--- config.mk ---
export PLATFORM = sky130hd
export DESIGN_NAME = systolic_mm
export DESIGN_NICKNAME = d
export VERILOG_FILES = /design/src/rtl/systolic_pkg.sv /design/src/rtl/systolic_pe.sv /design/src/rtl/systolic_mm.sv
export SDC_FILE = /design/constraint.sdc
export NUM_CORES = 2
export LEC_CHECK = 0
export CAP_MARGIN = 30
export CORE_MARGIN = 2
export CORE_UTILIZATION = 60
export DETAILED_ROUTE_END_ITERATION = 10
export PLACE_DENSITY = 0.8
export SLEW_MARGIN = 20
export SYNTH_ARGS = -nofsm -noshare
export SYNTH_HDL_FRONTEND = slang
export SYNTH_SLANG_ARGS = --single-unit
--- constraint.sdc ---
create_clock -name clk -period 15.8 [get_ports clk]
set_input_delay 1.58 -clock clk [delete_from_list [all_inputs] [get_ports clk]]
set_output_delay 1.58 -clock clk [all_outputs]
set_load 0.05 [all_outputs]
--- src/rtl/systolic_pkg.sv ---
// Shared types and helpers for the systolic_mm matrix multiplier.
// SYSTOLIC_SAT_EN adds the saturation classifier used by the PEs.
package systolic_pkg;

  typedef enum logic [1:0] {
    ST_IDLE,
    ST_LOAD,
    ST_DRAIN,
    ST_DONE
  } mm_state_t;

  function automatic int unsigned drain_len(input int unsigned n);
    return 2 * n - 1;
  endfunction

`ifdef SYSTOLIC_SAT_EN
  typedef enum logic [1:0] {
    SAT_NONE,
    SAT_POS,
    SAT_NEG
  } sat_kind_t;

  // Inputs are the top two bits of a one-bit-extended sum; a mismatch means overflow.
  function automatic sat_kind_t sat_kind(input logic ext_msb, input logic msb);
    if (ext_msb == msb) return SAT_NONE;
    return ext_msb ? SAT_NEG : SAT_POS;
  endfunction
`endif

endpackage

--- src/rtl/systolic_pe.sv ---
// One multiply-accumulate cell: registered east/south operand pass-through plus accumulator.
// SYSTOLIC_SAT_EN selects a saturating accumulator instead of wrap-around.
module systolic_pe
  import systolic_pkg::*;
#(
  parameter int WIDTH = 8,
  parameter int ACC_W = 2 * WIDTH + 4
) (
  input  logic             clk,
  input  logic             rst_n,
  input  logic             i_clr,
  input  logic [WIDTH-1:0] i_a,
  input  logic [WIDTH-1:0] i_b,
  output logic [WIDTH-1:0] o_a,
  output logic [WIDTH-1:0] o_b,
  output logic [ACC_W-1:0] o_acc
);

  logic [WIDTH-1:0]          r_a;
  logic [WIDTH-1:0]          r_b;
  logic [ACC_W-1:0]          r_acc;
  logic signed [2*WIDTH-1:0] w_prod;
  logic signed [ACC_W-1:0]   w_term;
  logic [ACC_W-1:0]          w_next;

  assign w_prod = $signed(i_a) * $signed(i_b);
  assign w_term = ACC_W'(w_prod);

`ifdef SYSTOLIC_SAT_EN
  logic signed [ACC_W:0] w_sum;

  assign w_sum = {r_acc[ACC_W-1], r_acc} + {w_term[ACC_W-1], w_term};

  always_comb begin
    w_next = w_sum[ACC_W-1:0];
    case (sat_kind(w_sum[ACC_W], w_sum[ACC_W-1]))
      SAT_POS: w_next = {1'b0, {(ACC_W-1){1'b1}}};
      SAT_NEG: w_next = {1'b1, {(ACC_W-1){1'b0}}};
      default: w_next = w_sum[ACC_W-1:0];
    endcase
  end
`else
  assign w_next = r_acc + w_term;
`endif

  always_ff @(posedge clk or negedge rst_n) begin
    if (!rst_n) begin
      r_a   <= '0;
      r_b   <= '0;
      r_acc <= '0;
    end else if (i_clr) begin
      r_a   <= '0;
      r_b   <= '0;
      r_acc <= '0;
    end else begin
      r_a   <= i_a;
      r_b   <= i_b;
      r_acc <= w_next;
    end
  end

  assign o_a   = r_a;
  assign o_b   = r_b;
  assign o_acc = r_acc;

endmodule

--- src/rtl/systolic_mm.sv ---
// Output-stationary NxN systolic multiplier C = A*B with internal skew and valid/ready input.
// Define SYSTOLIC_SAT_EN for saturating accumulators (default: two's-complement wrap).
module systolic_mm
  import systolic_pkg::*;
#(
  parameter int N     = 4,
  parameter int WIDTH = 8,
  parameter int ACC_W = 2 * WIDTH + 4
) (
  input  logic                             clk,
  input  logic                             rst_n,
  input  logic                             start,
  input  logic                             in_valid,
  output logic                             in_ready,
  input  logic                             in_last,
  input  logic [N-1:0][WIDTH-1:0]          a_in,
  input  logic [N-1:0][WIDTH-1:0]          b_in,
  output logic [N-1:0][N-1:0][ACC_W-1:0]   res,
  output logic                             res_valid,
  output logic                             busy
);

  localparam int CNT_W = $clog2(2 * N);
  localparam logic [CNT_W-1:0] DRAIN_INIT = CNT_W'(drain_len(N));

  mm_state_t        r_state;
  mm_state_t        w_next;
  logic [CNT_W-1:0] r_cnt;
  logic             w_clear;
  logic             w_accept;

  logic [N-1:0][WIDTH-1:0] w_a_lane;
  logic [N-1:0][WIDTH-1:0] w_b_lane;
  logic [WIDTH-1:0]        w_ah [N][N+1];
  logic [WIDTH-1:0]        w_bv [N+1][N];

  assign w_clear  = start && (r_state == ST_IDLE || r_state == ST_DONE);
  assign w_accept = in_valid && in_ready;

  always_ff @(posedge clk or negedge rst_n) begin
    if (!rst_n) r_state <= ST_IDLE;
    else        r_state <= w_next;
  end

  always_comb begin
    w_next    = r_state;
    in_ready  = 1'b0;
    busy      = 1'b0;
    res_valid = 1'b0;
    case (r_state)
      ST_IDLE: if (start) w_next = ST_LOAD;
      ST_LOAD: begin
        in_ready = 1'b1;
        busy     = 1'b1;
        if (in_valid && in_last) w_next = ST_DRAIN;
      end
      ST_DRAIN: begin
        busy = 1'b1;
        if (r_cnt == CNT_W'(1)) w_next = ST_DONE;
      end
      ST_DONE: begin
        res_valid = 1'b1;
        if (start) w_next = ST_LOAD;
      end
      default: w_next = ST_IDLE;
    endcase
  end

  always_ff @(posedge clk or negedge rst_n) begin
    if (!rst_n)                                           r_cnt <= '0;
    else if (r_state == ST_LOAD && w_accept && in_last)   r_cnt <= DRAIN_INIT;
    else if (r_state == ST_DRAIN)                         r_cnt <= r_cnt - 1'b1;
  end

  // Lane i is a shift register of i+1 stages; new beats (or zeros) enter at the LSB slice.
  for (genvar i = 0; i < N; i++) begin : g_skew
    localparam int SK_W = (i + 1) * WIDTH;
    logic [SK_W-1:0] r_ska;
    logic [SK_W-1:0] r_skb;

    always_ff @(posedge clk or negedge rst_n) begin
      if (!rst_n) begin
        r_ska <= '0;
        r_skb <= '0;
      end else if (w_clear) begin
        r_ska <= '0;
        r_skb <= '0;
      end else begin
        r_ska <= SK_W'({r_ska, (w_accept ? a_in[i] : {WIDTH{1'b0}})});
        r_skb <= SK_W'({r_skb, (w_accept ? b_in[i] : {WIDTH{1'b0}})});
      end
    end

    assign w_a_lane[i] = r_ska[SK_W-1 -: WIDTH];
    assign w_b_lane[i] = r_skb[SK_W-1 -: WIDTH];
    assign w_ah[i][0]  = w_a_lane[i];
    assign w_bv[0][i]  = w_b_lane[i];
  end

  for (genvar i = 0; i < N; i++) begin : g_row
    for (genvar j = 0; j < N; j++) begin : g_col
      systolic_pe #(
        .WIDTH (WIDTH),
        .ACC_W (ACC_W)
      ) u_pe (
        .clk   (clk),
        .rst_n (rst_n),
        .i_clr (w_clear),
        .i_a   (w_ah[i][j]),
        .i_b   (w_bv[i][j]),
        .o_a   (w_ah[i][j+1]),
        .o_b   (w_bv[i+1][j]),
        .o_acc (res[i][j])
      );
    end
  end

endmodule

==> metrics.yaml <==
postCtsResizedCells: 0
cts.hold.buffers_added: 0
fillers: 9349
worst_path_cell_trace: "and2_1 > fa_1 > inv_1 > fa_1 > inv_1 > fa_1 > inv_1 > fa_1 > inv_1 > ha_1 > nand2_1 > a2bb2oi_1 > a211oi_1 > a2111oi_2 > a21oi_1 > xnor2_1 > ha_1 > a21oi_1 > and3b_1 > o21ai_0 > nand4_1 > a21o_1 > a21oi_1"
multiplexer_share_of_the_synthesized_area_pct: 0.285
finalWirelength_um: 172000
multiInputGateArea_sq_um: 51200
worst_pin_slew_ns: 1.06
floorplan.die_area_sq_um: 126000
flow.area_growth_from_synthesis_pct: 11.9
final_cell_count_no_fill: 9823
worst_slew_margin_rel_pct: 29.2
cts_tree: "done"
place.detailed.hpwl_um: 137000
wl_met3_um: 7880
final.setup.tns_ns: 0
ff_latch_area_sq_um: 16900
timing.critical_path.required_ns: 16.35
synth_area_sq_um: 73900
synth_edf_count: 0
routed.top_layer: "met4"
min_period_over_period_pct: 42.1
ys.warnings.count: 0
grt_usage_pct: 28.2
synthTopCellsByArea: "fa_1, dfrtp_1, ha_1"
routedLengthMet1_um: 69400
simple_logic_cell_fraction_of_the_synthesized_area_pct: 17.3
cellLeakagePower_nw: 43.7
synthDistinctLibCells: 77
1st_iter_drt_viols: 3002
synth_fp_nets: 9482
route.detailed.wl_per_inst_um: 17.5
top_level_ports: 392
fraction_of_the_yosys_area_taken_by_sequential_cells_pct: 22.9
setup.worst_path.end_class: "flip-flop"
final_critical_period_ns: 6.65
gp_congestion: 0.890
post_synth_inst_count: 7727
grt_overflow: 0
nNetsFinal: 9886
clkSinkCount: 677
cts_root_buf: "clkbuf_16"
dieWidth_um: 355
crit_path_start_kind: "flip-flop"
cts_made_buffers: 82
crit_path_max_fanout: 9
route.detailed.drc: 0
initial_antenna_violation_count: 6
cts_max_path_buffers: 3
yosys.area.top_type: "fa_1"
core_area_sq_um: 122000
die_h_um: 355
cts-htree-levels: 3
clk_latency_ns: 0.71
post-cts-setup-buffers: 0
dp.cells: 9669
vias: 53595
netlist.area_leader.share_pct: 24.3
synthesis.area_per_instance_sq_um: 9.56
setup_viol: 0
critical_path.max_stage_delay_ns: 0.61
finalHoldViolCount: 0
worst-endpoint-arrival_ns: 7.19
cap_viol_max_count: 0
critical_path.n_buffers_inverters: 4
fin_worst_skew_ns: 0.0267
port_buffers: 391
critical_path.top_delay_family: "adder cells"
clkTransAtPathRegs_ns: 0.06
rsz_0062_raised_after_global_routing: "false"
pins_over_slew_limit: 0
highest_delay_cell_along_the_critical_path: "xnor2_1"
synth_xor_area_share_pct: 5.91
grt_first_pass_wirelength_um: 287000
remaining_antenna_violation_count_after_routing: 0
synth_ff_type: "dfrtp_1"
post_route_cells_drive_above_1_share_pct: 2.64
max_clock_freq_ghz: 0.150
share_of_the_synthesized_area_in_compound_gates_ao_oa_aoi_oai_pct: 8.14
viasPerCell: 5.46
metal2_wl_um: 88600
pwr_density_cell_nw_per_um2: 94.1
grt_pass1_vias: 56949
criticalPathCategory: "flip-flop to flip-flop"
worstHoldPathType: "flip-flop to flip-flop"
num_rows: 128
dominant_combinational_cell_family_by_area_after_synthesis: "adder cells"
register_bit_count_reported_by_yosys: 677
ys_async_sr_fraction_pct: 100
synth-adder-area-share_pct: 37.7
initial_core_util_pct: 60.5
run_status: "complete, no violations"
grt_max_degree: 249
peakVddDrop_mv: 0.134
drt_pass1_iterations: 6
[synthesized netlist by cell type (all sizes together), types with 6 or more instances]
master	instances
a2111oi	6
a211o	8
a211oi	51
a21boi	10
a21o	121
a21oi	316
a31oi	29
and2	1072
and3	44
clkbuf	84
dfrtp	677
fa	896
ha	790
inv	1448
mux2	16
nand2	351
nand2b	68
nand3	68
nand4	26
nor2	416
nor2b	142
nor3	112
nor3b	6
o211ai	46
o21a	33
o21ai	177
o21bai	68
o31a	7
o31ai	10
o41ai	10
or2	15
or3	22
or4	6
xnor2	352
xor2	145
[final timing paths]
check                                                    to  cells past startpoint  slack, ns                          start
min in group asynchronous  g_row[3].g_col[3].u_pe.o_acc[18]                      1       0.90                          rst_n
min reg2reg                             g_skew[3].r_ska[17]                      1       0.44             g_skew[3].r_ska[9]
min                                     g_skew[3].r_ska[17]                      1       0.44             g_skew[3].r_ska[9]
max                        g_row[2].g_col[0].u_pe.o_acc[18]                     23       9.15  g_row[1].g_col[0].u_pe.o_b[2]
max in group asynchronous  g_row[2].g_col[1].u_pe.o_acc[17]                      4      11.95                          rst_n
max reg2reg                g_row[2].g_col[0].u_pe.o_acc[18]                     23       9.15  g_row[1].g_col[0].u_pe.o_b[2]
[layout make-up]
class                           instances  area share (%)
Timing Repair Buffer                  408            5.00
Inverter                             1448            6.58
Clock inverter                         42           0.690
Antenna cell                            1         0.00303
Multi-Input combinational cell       5514            61.9
Sequential cell                       677            20.5
Clock buffer                          108            2.85
Tap cell                             1625            2.46
[layout by cell type, fill, tap and decap left out, drive strengths merged, types with 7 or more instances in the layout]
master / netlist / routed
dfrtp: 677 / 677
a211o: 8 / 8
a21o: 121 / 121
xor2: 145 / 145
o21a: 33 / 33
mux2: 16 / 16
nor2: 416 / 416
a31oi: 29 / 29
o211ai: 46 / 46
clkinv: 0 / 17
or3: 22 / 22
inv: 1448 / 1455
or2: 15 / 15
ha: 790 / 790
o41ai: 10 / 10
clkbuf: 84 / 108
o31a: 7 / 7
o21bai: 68 / 68
buf: 4 / 18
nand3: 68 / 68
clkdlybuf4s50: 0 / 390
o21ai: 177 / 177
a21oi: 316 / 316
nand2: 351 / 351
bufinv: 0 / 11
fa: 896 / 896
a211oi: 51 / 51
and2: 1072 / 1072
and3: 44 / 44
o31ai: 10 / 10
a21boi: 10 / 10
nand4: 26 / 26
xnor2: 352 / 352
nor2b: 142 / 142
nor3: 112 / 112
nand2b: 68 / 68
clkinvlp: 0 / 7
[worst reg2reg max path: cells and delay by family (launching register included)]
kind | cells | cell delay [ns]
fa+ha+maj | 6 | 2.75
compound gates | 8 | 1.76
simple gates | 4 | 0.66
xor+xnor | 1 | 0.61
flops | 1 | 0.51
buf+inv | 4 | 0.21
[logic make-up (layout without fill, tap and decap cells)]
family / Yosys count / after routing
AO/OA/AOI/OAI: 942 / 942
XOR/XNOR: 497 / 497
adder cells (fa/ha/maj): 1686 / 1686
buffers and inverters: 1536 / 2006
flip-flops: 677 / 677
multiplexers: 19 / 19
other: 0 / 1
AND/OR/NAND/NOR: 2370 / 2370
[metal layers]
metal | vias to the layer above | global-route usage (%)
met1 | 26942 | 35.0
met5 | - | 0
li1 | 25095 | -
met2 | 1206 | 50.2
met3 | 352 | 4.02
met4 | 0 | 10.2
[metrics by stage]
stage | util [%] | cell area [sq um] | setup WS, ns | power [mW] | hold WS, ns
detailed placement | 65.3 | 79600 | 9.23 | 5.72 | 0.433
global placement | 65.3 | 79600 | 9.32 | 5.63 | 0.429
finish | 67.7 | 82600 | 9.15 | 7.78 | 0.444
global route | 67.7 | 82600 | 8.79 | 8.20 | 0.465
CTS | 67.6 | 82600 | 9.20 | 7.83 | 0.448
floorplan | - | 73900 | 9.87 | 4.60 | 0.428
[registers in the layout (all words and copies together) (netlist names)]
register and cells:
g_skew.r_ska 80, r_cnt 3, g_row.g_col.u_pe.o_acc 320, g_row.g_col.u_pe.o_b 96, r_state 2, g_skew.r_skb 80
g_row.g_col.u_pe.o_a 96
[power breakdown]
group,switching [mW],internal (mW)
registers,0.392,2.06
logic,2.13,1.12
clock network,0.836,1.24
total,3.36,4.42
Note: power is estimated with default switching activity, not from simulation.
